[src/rtl/alu_operand_shifter.sv]
// Serial operand/result buffer between byte-wide bus logic and the bit-serial ALU.
// An operand is shifted out NSHIFT bits per active cycle; ALU output bits are collected into a result word.
module alu_operand_shifter #(
    parameter int REG_BITS = 8,
    parameter int NSHIFT   = 2
) (
    input  logic                  clk,
    input  logic                  reset_n,
    input  logic                  in_valid,
    output logic                  in_ready,
    input  logic [2*REG_BITS-1:0] in_data,
    input  logic                  in_pair,
    input  logic                  shift_en,
    input  logic                  alu_op_done,
    output logic [NSHIFT-1:0]     shift_out,
    input  logic [NSHIFT-1:0]     alu_result,
    output logic                  out_valid,
    input  logic                  out_ready,
    output logic [2*REG_BITS-1:0] out_data,
    output logic                  busy
);
    localparam int W     = 2 * REG_BITS;
    localparam int NSLOT = W / NSHIFT;
    localparam int CW    = (NSLOT > 1) ? $clog2(NSLOT) : 1;
    localparam logic [CW-1:0] LAST_PAIR   = CW'(NSLOT - 1);
    localparam logic [CW-1:0] LAST_SINGLE = CW'(REG_BITS / NSHIFT - 1);

    typedef enum logic [1:0] {IDLE, LOADED, SHIFTING, RESULT} state_t;

    state_t          state, state_nx;
    logic [CW-1:0]   cnt, cnt_nx;
    logic [W-1:0]    opnd, opnd_nx;
    logic [W-1:0]    res, res_nx;
    logic            pair, pair_nx;
    logic [CW-1:0]   last;

    assign last = pair ? LAST_PAIR : LAST_SINGLE;

    always_ff @(posedge clk) begin
        if (!reset_n) begin
            state <= IDLE;
            cnt   <= '0;
            opnd  <= '0;
            res   <= '0;
            pair  <= 1'b0;
        end else begin
            state <= state_nx;
            cnt   <= cnt_nx;
            opnd  <= opnd_nx;
            res   <= res_nx;
            pair  <= pair_nx;
        end
    end

    always_comb begin
        state_nx  = state;
        cnt_nx    = cnt;
        opnd_nx   = opnd;
        res_nx    = res;
        pair_nx   = pair;
        in_ready  = 1'b0;
        out_valid = 1'b0;
        out_data  = '0;
        shift_out = '0;
        busy      = (state != IDLE);
        case (state)
            IDLE: begin
                in_ready = 1'b1;
                if (in_valid) begin
                    opnd_nx  = in_pair ? in_data : {{REG_BITS{1'b0}}, in_data[REG_BITS-1:0]};
                    pair_nx  = in_pair;
                    res_nx   = '0;
                    cnt_nx   = '0;
                    state_nx = LOADED;
                end
            end
            LOADED, SHIFTING: begin
                shift_out = opnd[cnt*NSHIFT +: NSHIFT];
                // shift_en low is a stall: nothing consumed, nothing captured
                if (shift_en) begin
                    res_nx[cnt*NSHIFT +: NSHIFT] = alu_result;
                    if (alu_op_done || cnt == last) begin
                        cnt_nx   = '0;
                        state_nx = RESULT;
                    end else begin
                        cnt_nx   = cnt + 1'b1;
                        state_nx = SHIFTING;
                    end
                end
            end
            RESULT: begin
                out_valid = 1'b1;
                out_data  = res;
                if (out_ready) state_nx = IDLE;
            end
            default: state_nx = IDLE;
        endcase
    end
endmodule

[config.mk]
export PLATFORM = sky130hd
export DESIGN_NAME = alu_operand_shifter
export DESIGN_NICKNAME = d
export VERILOG_FILES = /design/src/rtl/alu_operand_shifter.sv
export SDC_FILE = /design/constraint.sdc
export NUM_CORES = 1
export LEC_CHECK = 0
export ABC_AREA = 1
export BUFFER_PORTS_ARGS = -buffer_cell sky130_fd_sc_hd__buf_4
export CAP_MARGIN = 5
export CORE_ASPECT_RATIO = 0.5
export CORE_UTILIZATION = 30
export DETAILED_ROUTE_END_ITERATION = 10
export PLACE_DENSITY = 0.57
export SETUP_SLACK_MARGIN = 0.5
export SYNTH_ARGS = -nofsm -noshare
export SYNTH_HDL_FRONTEND = slang
export SYNTH_SLANG_ARGS = --single-unit
[constraint.sdc]
create_clock -name clk -period 3.15 [get_ports clk]
set_clock_uncertainty 0.2 [all_clocks]
set_input_delay 0.315 -clock clk [delete_from_list [all_inputs] [get_ports clk]]
set_output_delay 0.315 -clock clk [all_outputs]
set_load 0.005 [all_outputs]
==> results.md, run 1 <==
- Worst Path Arrival: 2250 ps
- Number of global-route vias before repair: between 1500 and 2000
- Slack of the critical path: 879 ps
- CP Launch Type: flop
- Clock sink count: 38
- Worst min path class: input pin to flop
- Peak supply drop: ~250 µV
- LEAKAGE: ~0.0014 µW
- GP Congestion: 0.817
- Max_cap viols: 0
- Hold Violations, Final: 0
- Total CTS buffers: 5
- RSZ-0062 raised after global routing: no
- Min Hold Slack: 86.4 ps
- Synth Warn #: 0
- Drt wl/cell: ~10 µm
- H-tree level count: 2
- DP Cell Count: 471
- Endpoint class of the critical path: flop
- CTS Buffer Depth: 2
- Cell Rows: 21
- Port bufs: 45
- Via Count: around 2100
- Worst-skew pair later-pin latency: ~280 ps
- Max-slew violations: 0
- Dpl ws: ~740 ps
- Synth Net Count: roughly 380
- Largest net degree at the start of global routing: 26
- Starting DRT DRC Count: between 50 and 60
- First-pass GRT wire length: between 8 and 9 mm
- Via-to-Cell Ratio: ~4.3
- Most common cell after layout, fill and taps aside: nand2_1
- # fillers: 758
- Worst slew pin tran: roughly 760 ps
- Pre-Repair DR Iteration Count: 4
- Max Fclk: approximately 440 MHz
- Post-synthesis sequential area ratio: around 35%
- Postcts setup bufs: 0
- Ant. Diodes: 0
- CP Max Fanout: 16
- Required @ worst endpoint: between 3000 and 4000 ps
- Total chip power: 1980 µW
- Die area: approximately 0.0075 mm²
- Setup TNS: 0 ps
- Final WL: approximately 5.0 mm
- Setup Viol. Count Final: 0
- Nets: between 400 and 500
- Clk slew on worst S/H paths: ~50 ps
- Synth-to-Final Area Change: 25.2%
- Worst R2R Setup Slack: ~880 ps
- Initial core utilization: 31.6%
- Worst setup path class: flop to flop
- All-layer global routing usage: 14.1%
- CTS tree: built
- Tmin final: 2270 ps
- Syn Std Cell Area: 0.00215 mm²
- Chip height: 61.9 µm
- Final cell count without fillers: between 400 and 500
- Initial antenna violation count: 0
- Total gr overflow: 0
- Share of cells above drive strength 1: 17.8%
- Status: finished, final reports clean
- Die Width: around 120 µm
- Post-synthesis cell type count: 23
- Core area: around 0.0068 mm²
- Tcrit/Tclk final: a little over 70%
- Avg Cell Area, Syn: roughly 6.3 µm²
- Worst rel slew slack: 49.4%
- Commonest non-fill, non-tap cells in the layout: 108 x nand2_1, 49 x nor2_1, 48 x inv_1
- Root Driver: clkbuf_16
- Yosys reg bits: 38
- I/O Pins: 46
- Post-route ant nets: 0
- # DRC: 0
- Hpwl dp: between 3 and 4 mm
- Power Dens Cells: about 730 mW/mm²
- Syn Inst Count: around 340
-- path summary, 6_finish.rpt --
path / startpoint / end / cells past startpoint
max: state[0] / res[9] / 7
min: in_data[1] / opnd[1] / 3
max reg2reg: state[0] / res[9] / 7
min reg2reg: res[10] / res[10] / 2
-- layout make-up --
| cell class | count | area, µm² | share of cell area (%) |
|---|---|---|---|
| Multi-Input combinational cell | 241 | 1120 | 41.6 |
| Sequential cell | 38 | 762 | 28.3 |
| Inverter | 54 | 203 | 7.52 |
| Tap cell | 92 | 115 | 4.27 |
| Timing Repair Buffer | 46 | 345 | 12.8 |
| Clock inverter | 1 | 5.00 | 0.186 |
| Clock buffer | 7 | 143 | 5.29 |
-- metrics by stage --
stage                     utilization, %  area, µm²
after floorplan                        -       2150
after CTS                           39.6       2690
after detailed placement            37.4       2540
after global routing                39.6       2690
final                               39.6       2690
after global placement              37.4       2540
-- where the power goes --
part           internal, µW  leakage (µW)  switching, µW  total [µW]
combinational           295       0.00104            567         862
clock                   314     0.0000739            191         505
sequential              555      0.000310           53.8         609
total                  1160       0.00142            812        1980
-- synthesized netlist by cell type, drive strengths merged --
library cell	instances	area, µm²
nor2	51	201
o21ba	1	10.0
dfxtp	38	761
buf	7	50.1
nor3	1	5.00
o211ai	3	22.5
ha	9	113
nand2	113	437
clkbuf	4	16.3
nand3	12	72.6
nand4	2	12.5
o22ai	2	12.5
o21ai	18	90.1
inv	54	203
a21oi	29	145
-- registers in the layout, indices dropped and copies added (netlist names) --
signal,count
cnt,3
state,2
pair,1
opnd,16
res,16
-- kinds of logic (layout without fill, tap and decap cells) --
kind of cell	after synthesis	in the layout	synth area share, %
buf+inv	65	108	12.5
simple gates	179	179	33.9
compound gates	53	53	13.0
fa+ha+maj	9	9	5.24
flops	38	38	35.4
-- worst max-delay path, stage by stage (launching register included) --
cell and delay [ps]:
dfxtp_1 330, inv_1 60, ha_1 660, nor2_1 120, nor2_2 430, nand2_1 180
nor2_1 130, nor2_1 50
-- repair_timing --
action | in CTS | in global routing
endpoints found under the setup margin | 0 | 5
gates resized for setup | 0 | 1
hold buffers | 0 | 0
-- per-layer routing --
layer / global-route usage, % / wire length, µm / part of all wire [%] / vias up
met3: 3.47 / 237 / 4.7 / 6
met4: 5.82 / 73 / 1.5 / 0
met1: 18.7 / 2640 / 53 / 891
met2: 22.5 / 2050 / 41 / 39
li1: - / - / - / 1136
met5: 0 / 0 / 0 / -
(Power assumes the default switching activity.)
==> inputs of run 2 (changes only) <==
--- a/config.mk
+++ b/config.mk
@@ -11,7 +11,7 @@
 export CORE_ASPECT_RATIO = 0.5
 export CORE_UTILIZATION = 30
 export DETAILED_ROUTE_END_ITERATION = 10
-export PLACE_DENSITY = 0.57
+export PLACE_DENSITY = 0.59
 export SETUP_SLACK_MARGIN = 0.5
 export SYNTH_ARGS = -nofsm -noshare
 export SYNTH_HDL_FRONTEND = slang
==> constraint.sdc (replaced) <==
create_clock -name clk -period 2.05 [get_ports clk]
set_clock_uncertainty 0.2 [all_clocks]
set_input_delay 0.205 -clock clk [delete_from_list [all_inputs] [get_ports clk]]
set_output_delay 0.205 -clock clk [all_outputs]
set_load 0.005 [all_outputs]
==> run 2 against run 1 <==
Compared with the run above: global-route usage up 2.8 points; clock power up 47%; sequential power up 56%; sequential share of layout area down 7.4 points; first-iteration DRC count up 37%; setup slack worse by 620 ps; largest power group unchanged.
==> results.md, run 2 (synthesis results as in run 1) <==
- Clock sink count: 38
- Clk slew on worst S/H paths: 60 ps
- Worst hold path startpoint: reset_n
- RR Endpoint: res[9]
- Placed inst area: 0.00266 mm²
- Worst-skew pair later-pin latency: 280 ps
- Post-route ant nets: 0
- Worst path slowest cell: dfxtp_4
- Reg power frac: a little under a quarter
- Worst slew pin tran: 528 ps
- Switching power of the nets: around 1800 µW
- Peak supply drop: about 470 µV
- Net switching fraction of the power: approximately 43%
- Number of global-route vias before repair: roughly 2100
- Setup TNS: 0 ps
- Crit-path cells: inv_4, ha_4, ha_4, nand2_2, nor2_2, nand2_2, nand2_2, nand2_4, nor2_1, nor2_2
- H-tree level count: 2
- Worst min path class: input pin to flop
- Pre-Repair DR Iteration Count: 4
- Reg2Reg Depth: 10
- # DRC: 0
- Via-to-Cell Ratio: approximately 4.5
- Most common cell after layout, fill and taps aside: nand2_1
- Final Core Density: between 50% and 60%
- Starting DRT DRC Count: 74
- Status: finished, final reports clean
- Share of cells above drive strength 1: between 40 and 50%
- Tcrit/Tclk final: 87.4%
- Worst setup path class: flop to flop
- Worst rel slew slack: roughly two thirds
- Cell Rows: 21
- All-layer global routing usage: approximately 17%
- Worst Path Arrival: around 1800 ps
- CTS tree: built
- Internal power: roughly 2400 µW
- Die Width: between 100 and 150 µm
- GRT met1 Usage: between 20 and 25%
- Critical path depth in cells: 10
- Cell family with most CP delay: simple AND/OR/NAND/NOR gates
- Peak per-stage delay on the critical path: approximately 390 ps
- Max-slew violations: 0
- CTS Buffer Depth: 2
- Hold path cells: 3
- LEAKAGE: 0.00189 µW
- First-pass GRT wire length: 9.78 mm
- Setup Viol. Count Final: 0
- Max Fclk: between 500 and 600 MHz
- Hpwl dp: a little under 4 mm
- GRT busiest layer: met2
- Core area: between 0.006 and 0.007 mm²
- Total CTS buffers: 5
- Combinational Power Share: 59.6%
- Required @ worst endpoint: between 2000 and 2500 ps
- Dpl ws: between 150 and 200 ps
- Power share of the clock group: roughly 18%
- Root Driver: clkbuf_16
- Die area: ~0.0075 mm²
- CP dominant cell by count: nand2_2
- Final WL: approximately 6.4 mm
- # fillers: 646
- Global Route met3 Usage: about 4%
- Largest regs: opnd x16, res x16, cnt x3
- Largest net degree at the start of global routing: 18
- Buffer and inverter count on the worst path: 1
- Hold Violations, Final: 0
- RSZ-0062 raised after global routing: yes
- GP Congestion: roughly 0.82
- Synth-to-Final Area Change: 71.7%
- Initial antenna violation count: 0
- CP Launch Type: flop
- Endpoint class of the critical path: flop
- Via Count: about 2400
- CP Max Fanout: 4
- Routing usage on met2: just under 30%
- Max_cap viols: 0
- Tmin final: 1790 ps
- RR Startpoint: cnt[0]
- Port bufs: between 40 and 50
- Power Dens Cells: approximately 1100 mW/mm²
- Ant. Diodes: 0
- Worst R2R Setup Slack: roughly 260 ps
- I/O Pins: 46
- Total gr overflow: 0
- Commonest non-fill, non-tap cells in the layout: 58 x nand2_1, 40 x nor2_1, 38 x buf_4
- Design area: 0.00369 mm²
- Hold EP: state[1]
- Chip height: just over 60 µm
- Drt wl/cell: between 10 and 15 µm
- Slack of the critical path: 259 ps
- Initial core utilization: about a third
- Nets: between 400 and 500
-- run 2: cell types whose count changed in the layout (fill, tap and decap cells not counted), sizes merged --
cell,previous run,this run
nor2,51,52
dlygate4sd3,0,16
clkinv,1,0
clkbuf,7,9
buf,46,70
-- run 2: area by class of cell --
type | instances | area [µm²] | area share, %
sequential | 38 | 771 | 20.9
multi-input combinational | 242 | 1560 | 42.3
tap | 92 | 115 | 3.12
inverter | 54 | 225 | 6.10
clock buffer | 8 | 136 | 3.69
timing repair buffer | 87 | 882 | 23.9
-- run 2: repair_timing --
item	in CTS	in global routing
buffers inserted	11	6
setup endpoints to repair	39	48
gates resized for setup	84	102
hold buffers	16	0
pin swaps	32	41
hold endpoints to repair	16	0
gates cloned	2	1
-- run 2: worst register-to-register path, cell delays in order, from the launching register on --
cell and delay (ps):
dfxtp_4 390, inv_4 50, ha_4 160, ha_4 300
nand2_2 60, nor2_2 120, nand2_2 80, nand2_2 90
nand2_4 70, nor2_1 130, nor2_2 40
-- run 2: how the worst max path moves through the flow --
| stage | from | slack, ps | to |
|---|---|---|---|
| final | cnt[0] | 260 | res[9] |
| after detailed placement | cnt[1] | 190 | res[9] |
| after global placement | cnt[1] | 220 | res[0] |
| after floorplan | cnt[0] | 310 | res[8] |
| after global routing | cnt[0] | 190 | res[9] |
| after CTS | cnt[0] | 270 | shift_out[1] |
-- run 2: metal layers --
metal  vias to the layer above  routed length (µm)
li1                       1232                   -
met1                      1082                3060
met2                        39                3010
met3                         8                 187
met4                         0                  99
met5                         -                   0
-- run 2: metrics by stage --
| stage | instances | hold slack [ps] | total power (µW) |
|---|---|---|---|
| after floorplan | 344 | 121 | 2120 |
| after global placement | 477 | 247 | 2460 |
| after detailed placement | 477 | 252 | 2470 |
| after CTS | 514 | 41.1 | 3660 |
| after global routing | 521 | 53.7 | 4450 |
| final | 521 | 46.3 | 4180 |
-- run 2: power by group through the flow --
stage               Sequential, µW  Combinational, µW  Clock [µW]
floorplan                      925               1200           0
global placement               933               1530           0
detailed placement             934               1530           0
CTS                            930               1980         751
global route                   960               2710         781
finish                         950               2490         741
==> inputs of run 3 (changes only) <==
--- a/config.mk
+++ b/config.mk
@@ -5,11 +5,11 @@
 export SDC_FILE = /design/constraint.sdc
 export NUM_CORES = 1
 export LEC_CHECK = 0
-export ABC_AREA = 1
 export BUFFER_PORTS_ARGS = -buffer_cell sky130_fd_sc_hd__buf_4
 export CAP_MARGIN = 5
 export CORE_ASPECT_RATIO = 0.5
 export CORE_UTILIZATION = 30
+export CTS_BUF_LIST = sky130_fd_sc_hd__clkbuf_4 sky130_fd_sc_hd__clkbuf_8
 export DETAILED_ROUTE_END_ITERATION = 10
 export PLACE_DENSITY = 0.59
 export SETUP_SLACK_MARGIN = 0.5
==> run 3 against run 2 <==
Compared with the run above: the flow now finishes with violations (setup timing); largest cell class unchanged; clock-buffer cell count decreased by 1; synthesized cell count decreased by 34%; maximum frequency decreased by 13%; critical endpoint is now shift_out[0]; wire length decreased by 4.8%.
==> results.md, run 3 <==
- Violated checks: setup timing
- Cell Rows: 20
- Total chip power: ~3300 µW
- Via-to-Cell Ratio: 4.91
- Avg Cell Area, Syn: ~9.1 µm²
- Hpwl dp: around 3.6 mm
- Via Count: approximately 2000
- I/O Pins: 46
- Nets: roughly 350
- GP Congestion: between 0.8 and 0.9
- Initial core utilization: 32.5%
- Switching power of the nets: between 1000 and 1500 µW
- Core area: between 0.006 and 0.007 mm²
- Required @ worst endpoint: roughly 1600 ps
- Combinational Power Share: a little under three fifths
- Max Fclk: 485 MHz
- Setup Viol. Count Final: 1
- Hold Violations, Final: 0
- Largest net degree at the start of global routing: 28
- Design area: about 0.0035 mm²
- CTS tree: built
- CP Max Fanout: 5
- Die Width: between 100 and 150 µm
- Total gr overflow: 0
- Top cells by area, synth: dfxtp_1 37%, nand2_1 6.4%, a21boi_0 6.2%, and2_1 5.8%, ha_1 5.5%
- Worst-skew pair later-pin latency: 290 ps
- Min Hold Slack: ~11 ps
- Port bufs: 45
- Final cell count without fillers: between 400 and 500
- Max-slew violations: 0
- Predominant post-synthesis flop cell: dfxtp_1
- Max_cap viols: 0
- DP Cell Count: about 360
- Largest regs: opnd x16, res x16, cnt x3
- Clock sink count: 38
- Final WL: slightly above 6 mm
- # DRC: 0
- RSZ-0062 raised after global routing: yes
- Asr flop ratio synth: 0%
- Synth Warn #: 0
- Placed inst area: 0.00257 mm²
- Tmin final: a little over 2000 ps
- CTS Buffer Depth: 2
- Post-synth EDFFs: 0
- Reg power frac: 26.8%
- Tcrit/Tclk final: 101%
- Clk slew on worst S/H paths: approximately 80 ps
- All-layer global routing usage: 16.8%
- Yosys reg bits: 38
- Starting DRT DRC Count: 48
- Die area: between 0.007 and 0.008 mm²
- Pre-Repair DR Iteration Count: 4
- First-pass GRT wire length: 9.32 mm
- Worst Path Arrival: roughly 1700 ps
- Drt wl/cell: roughly 15 µm
- Post-synthesis sequential area ratio: between 30% and 40%
- Peak supply drop: roughly 510 µV
- Synth top cells by count: 38 x dfxtp_1, 35 x nand2_1, 19 x and2_1
- Post-route ant nets: 0
- Count leader, synth: dfxtp_1
- Synth Net Count: about 260
- Status: finished with violations
- Post-synth top area cell: dfxtp_1
- Ant. Diodes: 0
- LEAKAGE: about 0.0014 µW
- Worst slew pin tran: roughly 430 ps
- Most common cell after layout, fill and taps aside: buf_4
- Endpoint class of the critical path: primary output
- Share of Yosys cell area claimed by the top area cell type: between 30% and 40%
- H-tree level count: 2
- Power Dens Cells: approximately 950 mW/mm²
- Internal power: between 2000 and 2500 µW
- Commonest non-fill, non-tap cells in the layout: 50 x buf_4, 33 x nand2_1, 33 x dfxtp_1
- Net switching fraction of the power: ~37%
- CP Launch Type: flop
- Post-synthesis cell type count: 39
- Slack of the critical path: -12.7 ps
- Worst min path class: input pin to flop
- Power share of the clock group: between 10% and 20%
- Chip height: about 61 µm
- Number of global-route vias before repair: 1980
- Root Driver: clkbuf_8
- Share of cells above drive strength 1: around 53%
- Worst rel slew slack: between 70% and 80%
- Syn Std Cell Area: 0.00205 mm²
- Syn Inst Count: between 200 and 250
- Worst setup path class: flop to primary output
- Synth-to-Final Area Change: 68.3%
- Initial antenna violation count: 0
- Setup TNS: -12.7 ps
- Total CTS buffers: 5
## run 3: cell count changes after synthesis, sizes merged, moves of 12 or more
cell / before / now
nand2: 113 / 35
nor2: 51 / 3
inv: 54 / 8
a21oi: 29 / 2
and2: 0 / 19
a21boi: 0 / 17
o2bb2ai: 0 / 12
## run 3: cells by family (layout without fill, tap and decap cells)
kind of cell | count (synthesis) | after routing | synth area share [%]
adder cells (fa/ha/maj) | 9 | 9 | 5.48
flip-flops | 38 | 38 | 37.0
XOR/XNOR | 1 | 1 | 0.426
AND/OR/NAND/NOR | 101 | 101 | 26.2
multiplexers | 6 | 6 | 6.09
buffers and inverters | 22 | 113 | 5.91
AO/OA/AOI/OAI | 50 | 50 | 18.8
## run 3: worst paths after layout
check                  to  slack (ps)  cells after the start        start
min              opnd[11]          10                      3  in_data[11]
max          shift_out[0]         -10                      4       cnt[0]
max reg2reg       res[13]          20                      8       cnt[0]
min reg2reg      opnd[11]         260                      2     opnd[11]
## run 3: per-layer routing
layer  track usage, %  share of wire (%)  up-vias  wire, µm
met5                0                  0        -         0
li1                 -                  -      984         -
met1             20.9                 45      952      2710
met2             28.9                 49       46      2980
met3             3.67                4.2       12       257
met4             7.59                1.7        0       104
## run 3: what timing repair did
item,in CTS,in global routing
resized for setup,79,32
endpoints found under the hold margin,11,0
cloned,2,1
setup endpoints to repair,52,49
pin swaps,10,15
hold buffers,11,0
buffers inserted,17,13
## run 3: worst max-delay path: stages, from the launching register on
cell,delay [ps]
dfxtp_4,360
buf_8,120
mux4_2,510
a22o_1,240
buf_4,140
## run 3: cell type report
type / instances / area (µm²)
well taps: 88 / 110
clock buffers: 7 / 90.1
repair buffers: 98 / 940
multi-input cells: 167 / 1510
inverters: 8 / 37.5
flip-flops and latches: 38 / 774
fillers: 554 / 2870
## run 3: power by group through the flow
stage / Clock, µW / Sequential, µW / Combinational (µW)
floorplan: 0 / 878 / 852
global placement: 0 / 887 / 1120
detailed placement: 0 / 891 / 1140
CTS: 551 / 879 / 1600
global route: 591 / 889 / 2010
finish: 540 / 879 / 1870
## run 3: metrics by stage
step / setup slack [ps] / util (%)
2_1_floorplan: 128 / -
3_3_place_gp: 133 / 40.5
3_5_place_dp: 101 / 40.5
4_1_cts: -2.68 / 50.5
5_1_grt: -47.4 / 54.6
6_report: -12.7 / 54.6
